### src/rtl/fifo_dualport_flags.sv
// Show-ahead synchronous FIFO: a registered-read dual-port SRAM with a bypass register and a prefetch read.
// Optional sticky overflow/underflow flags are built when FIFO_STICKY_ERR_EN is defined.

module sram_dualport #(
  parameter int WIDTH = 8,
  parameter int DEPTH = 8,
  parameter int AW    = 3
) (
  input  logic             clk,
  input  logic             we,
  input  logic [AW-1:0]    waddr,
  input  logic [WIDTH-1:0] wdata,
  input  logic             re,
  input  logic [AW-1:0]    raddr,
  output logic [WIDTH-1:0] rdata
);
  logic [WIDTH-1:0] mem [DEPTH];

  always_ff @(posedge clk) begin
    if (we) mem[waddr] <= wdata;
    if (re) rdata <= mem[raddr];
  end
endmodule

module fifo_dualport_flags #(
  parameter int WIDTH    = 8,
  parameter int DEPTH    = 8,
  parameter int AE_LEVEL = 1,
  parameter int AF_LEVEL = DEPTH - 1
) (
  input  logic                       clk_i,
  input  logic                       rst_ni,
  input  logic                       wr_en_i,
  input  logic                       rd_en_i,
  input  logic [WIDTH-1:0]           data_i,
  output logic [WIDTH-1:0]           data_o,
  output logic                       empty_o,
  output logic                       full_o,
  output logic                       almost_empty_o,
  output logic                       almost_full_o,
  output logic [$clog2(DEPTH+1)-1:0] count_o,
  output logic                       overflow_o,
  output logic                       underflow_o
);
  localparam int W_PTR = (DEPTH > 1) ? $clog2(DEPTH) : 1;
  localparam int CW    = $clog2(DEPTH + 1);
  localparam logic [W_PTR-1:0] LAST = W_PTR'(DEPTH - 1);
  localparam logic [CW-1:0]    AE_L = CW'(AE_LEVEL);
  localparam logic [CW-1:0]    AF_L = CW'(AF_LEVEL);

  logic [W_PTR:0]   wr_ptr, rd_ptr;
  logic [CW-1:0]    count;
  logic             bypass_valid;
  logic [WIDTH-1:0] bypass_data;
  logic [WIDTH-1:0] sram_out;
  logic [W_PTR-1:0] rd_next_idx;
  logic             empty, full, push, pop, one, load_bypass, sram_re;

  function automatic logic [W_PTR:0] ptr_inc(input logic [W_PTR:0] p);
    if (p[W_PTR-1:0] == LAST) return {~p[W_PTR], {W_PTR{1'b0}}};
    else                      return {p[W_PTR], p[W_PTR-1:0] + 1'b1};
  endfunction

  assign empty = (wr_ptr == rd_ptr);
  assign full  = (wr_ptr[W_PTR-1:0] == rd_ptr[W_PTR-1:0]) && (wr_ptr[W_PTR] != rd_ptr[W_PTR]);
  assign push  = wr_en_i && (!full || rd_en_i);
  assign pop   = rd_en_i && !empty;
  assign one   = (count == CW'(1));

  // The head word bypasses the SRAM when it would otherwise arrive a cycle late.
  assign load_bypass = push && (empty || (one && pop));
  // Prefetch the word behind the head; with one entry there is nothing behind it.
  assign sram_re     = pop && !one;
  assign rd_next_idx = (rd_ptr[W_PTR-1:0] == LAST) ? '0 : rd_ptr[W_PTR-1:0] + 1'b1;

  sram_dualport #(.WIDTH(WIDTH), .DEPTH(DEPTH), .AW(W_PTR)) u_sram (
    .clk   (clk_i),
    .we    (push),
    .waddr (wr_ptr[W_PTR-1:0]),
    .wdata (data_i),
    .re    (sram_re),
    .raddr (rd_next_idx),
    .rdata (sram_out)
  );

  always_ff @(posedge clk_i or negedge rst_ni) begin
    if (!rst_ni) begin
      wr_ptr       <= '0;
      rd_ptr       <= '0;
      count        <= '0;
      bypass_valid <= 1'b0;
      bypass_data  <= '0;
    end else begin
      if (push) wr_ptr <= ptr_inc(wr_ptr);
      if (pop)  rd_ptr <= ptr_inc(rd_ptr);
      case ({push, pop})
        2'b10:   count <= count + CW'(1);
        2'b01:   count <= count - CW'(1);
        default: count <= count;
      endcase
      if (load_bypass) begin
        bypass_valid <= 1'b1;
        bypass_data  <= data_i;
      end else if (pop) begin
        bypass_valid <= 1'b0;
      end
    end
  end

  assign empty_o        = empty;
  assign full_o         = full;
  assign count_o        = count;
  assign almost_empty_o = (count <= AE_L);
  assign almost_full_o  = (count >= AF_L);
  assign data_o         = empty ? '0 : (bypass_valid ? bypass_data : sram_out);

`ifdef FIFO_STICKY_ERR_EN
  logic overflow, underflow;

  always_ff @(posedge clk_i or negedge rst_ni) begin
    if (!rst_ni) begin
      overflow  <= 1'b0;
      underflow <= 1'b0;
    end else begin
      if (wr_en_i && full && !rd_en_i) overflow  <= 1'b1;
      if (rd_en_i && empty)            underflow <= 1'b1;
    end
  end

  assign overflow_o  = overflow;
  assign underflow_o = underflow;
`else
  assign overflow_o  = 1'b0;
  assign underflow_o = 1'b0;
`endif
endmodule
### config.mk
export PLATFORM = sky130hd
export DESIGN_NAME = fifo_dualport_flags
export DESIGN_NICKNAME = d
export VERILOG_FILES = /design/src/rtl/fifo_dualport_flags.sv
export SDC_FILE = /design/constraint.sdc
export NUM_CORES = 1
export LEC_CHECK = 0
export CORE_ASPECT_RATIO = 0.7
export CORE_MARGIN = 8
export CORE_UTILIZATION = 52
export DETAILED_ROUTE_END_ITERATION = 7
export GPL_ROUTABILITY_DRIVEN = 0
export HOLD_SLACK_MARGIN = 0.02
export PLACE_DENSITY = 0.75
export SYNTH_ARGS = -nofsm -noshare
export SYNTH_HDL_FRONTEND = slang
export SYNTH_SLANG_ARGS = --single-unit
### constraint.sdc
create_clock -name clk_i -period 2.35 [get_ports clk_i]
set_clock_uncertainty 0.05 [all_clocks]
set_input_delay 0.235 -clock clk_i [delete_from_list [all_inputs] [get_ports clk_i]]
set_output_delay 0.235 -clock clk_i [all_outputs]
set_load 0.02 [all_outputs]
==> results.cfg <==
[detailed_routing]
drt_drc_violations_left = 0
avgRoutedWirePerCell_um = 20.3
wl_met1_um = 3480
wl_um = 7670
top_layer = met4
met3_length_um = 670
dr_wl_met2_um = 3460
drtPass1Iterations = 5
antenna_left = 0
drt_iter0_drc = 160
vias = 2100
avgViaCountPerCell = 5.56

[synth]
syn_area_mm2 = 0.00398
postSynthCellCount = 225
yosysUniqueCellTypes = 36
ys_seq_area_frac = 0.676
ys_ff_latch = 93
avgSynthCellArea_um2 = 17.7
yosys_warnings = 0

[sta]
post-route-period-util = 0.945
rsz0062_at_grt = false
finalSetupTns_ns = 0
hold_viol_final = 0
setup_viol = 0
max_freq_mhz = 450
whs_ns = 0.168
final_max_slew_viol_count = 0
period_minus_slack_ns = 2.22

[grt]
antenna_found_initial = 0
gr-total-overflow = 0
grt_pass1_wl_um = 12200
grt_use_total = 0.156
grt_max_degree = 22
first_global_vias = 2182

[power_and_ir_drop]
total_power_mw = 6.75
ir_worst_vdd_uv = 625
p_leak_nw = 1.74
powerDensity_mw_per_mm2 = 1430

[clock_network]
cts_root_buffer = clkbuf_8
cts.reportedPaths.clkPinSlew_ns = 0.09
cts_hold_buf = 0
numClockSinks = 93
clk_latency_ns = 0.35
htree_num_levels = 3
cts_tree = built
clockBufferDepth = 2
cts_made_buffers = 9

[critical_path]
path_class = reg -> out
rrSetupSlack_ns = 0.16
crit_path_end_kind = output pin
worstPathRequired_ns = 2.07
startpoint_type = flip-flop
cp.arrival_ns = 1.94
r2r_start = rd_ptr[0]
crit_start = rd_ptr[1]
critPathMaxFanout = 9

[layout]
final_common_cell = edfxtp_1
area_delta_synth_final_pct = 18.4
drive_gt1_frac = 0.314
nFillCells = 538
fin_nets = 295
mostFrequentLayoutCells = 72 x edfxtp_1, 21 x buf_4, 20 x mux2_2, 20 x dfrtp_1, 17 x clkdlybuf4s50_1
n_antenna_cell = 0
multi_input_area_mm2 = 0.00122
regArea_mm2 = 0.00269

[floorplan]
design.die.area_mm2 = 0.0107
core_region_area_mm2 = 0.00735
fp.dieW_um = 121
rows = 26
start_util = 0.541
io_pins = 30
chipHeight_um = 89.2

[place]
io_buffers = 27
dp_hpwl_um = 5210

[job]
cap_violations = 0

[run_status]
status = completed

[hold_path]
hold_path.class = in -> async
[routing by layer]
layer | vias up | track usage
met5 | - | 0
met4 | 0 | 0.0463
met3 | 7 | 0.0511
met2 | 71 | 0.236
met1 | 1056 | 0.211
li1 | 966 | -
[stage by stage]
stage,setup slack (ns),utilization,area (µm²),instances
2_1_floorplan,-0.0999,-,3990,226
3_3_place_gp,0.187,0.611,4490,360
3_5_place_dp,0.164,0.611,4490,360
4_1_cts,0.00703,0.639,4700,378
5_1_grt,0.00333,0.640,4710,378
6_report,0.130,0.640,4710,378
[area by class of cell]
cell class | count | area share
sequential | 93 | 0.571
timing repair buffer | 50 | 0.0970
tap | 98 | 0.0261
clock inverter | 7 | 0.0154
clock buffer | 9 | 0.0263
inverter | 6 | 0.00479
multi-input combinational | 115 | 0.259
[Yosys cell counts]
| cell | number | area share |
|---|---|---|
| mux4_2 | 16 | 0.091 |
| buf_4 | 3 | 0.0057 |
| buf_1 | 2 | 0.0019 |
| o21a_1 | 1 | 0.0019 |
| nor2_1 | 13 | 0.012 |
| nor3_1 | 2 | 0.0025 |
| o21ai_0 | 2 | 0.0025 |
| mux2_4 | 3 | 0.011 |
| a31oi_1 | 2 | 0.0031 |
| and3_1 | 1 | 0.0016 |
| nor4_1 | 5 | 0.0079 |
| nand3_1 | 1 | 0.0013 |
| ha_1 | 8 | 0.025 |
| a41oi_1 | 1 | 0.0022 |
| xnor2_1 | 5 | 0.011 |
| o21ai_2 | 1 | 0.0022 |
| xor2_1 | 6 | 0.013 |
| buf_6 | 2 | 0.0057 |
| mux2i_1 | 9 | 0.023 |
| nor4_2 | 1 | 0.0031 |
| a21bo_2 | 1 | 0.0025 |
| nand2_1 | 4 | 0.0038 |
| a21o_1 | 1 | 0.0019 |
| edfxtp_1 | 72 | 0.54 |
| nand4_1 | 1 | 0.0016 |
| nand4b_1 | 1 | 0.0022 |
| nor2b_1 | 1 | 0.0016 |
| a21oi_1 | 3 | 0.0038 |
| inv_1 | 6 | 0.0057 |
| dfrtp_1 | 21 | 0.13 |
| nor4b_1 | 2 | 0.0044 |
| conb_1 | 1 | 0.00094 |
| buf_2 | 5 | 0.0063 |
| o21ai_1 | 1 | 0.0013 |
| nand2b_4 | 1 | 0.0035 |
| mux2_2 | 20 | 0.057 |
[state kept, by name, summed over array words and instances, names as in the netlist]
signal	flops
bypass_data	8
rd_ptr	4
u_sram.rdata	8
wr_ptr	4
count_o	4
u_sram.mem	64
bypass_valid	1
[worst max-delay path, cell delays in order (launching register included)]
cell and delay [ns]:
dfrtp_1 0.39, buf_4 0.15, xor2_1 0.15, nor4_2 0.31, buf_4 0.22, nor2_1 0.05
dlygate4sd2_1 0.31
[logic make-up (layout without fill, tap and decap cells)]
kind of cell,after synthesis,after routing,synth area share
xor gates and xnor gates,11,11,0.0242
buffers and inverters,18,72,0.0252
AOI/OAI and AO/OA,13,13,0.0214
muxes,48,48,0.181
other,1,2,0.000943
adders and majority gates,8,8,0.0252
DFF,93,93,0.676
and+or+nand+nor,33,33,0.0456
[final timing paths]
check / endpoint / cells past startpoint
setup reg to reg: u_sram.rdata[0] / 5
hold reg to reg: bypass_data[6] / 1
setup / recovery: data_o[2] / 6
hold / removal: bypass_data[5] / 2
max in group asynchronous: rd_ptr[2] / 2
min in group clk_i: bypass_data[6] / 1
[timing repair]
action / CTS / global route
setup buffers: 2 / 0
pin swaps: 1 / 0
setup endpoints to repair: 10 / 7
resized for setup: 13 / 8
[power by group]
group	total, mW	switching (mW)	internal [mW]
Combinational	3.15	1.49	1.66
Clock	1.05	0.555	0.495
Sequential	2.55	0.260	2.29
Total	6.75	2.31	4.44
(Power assumes the default switching activity.)
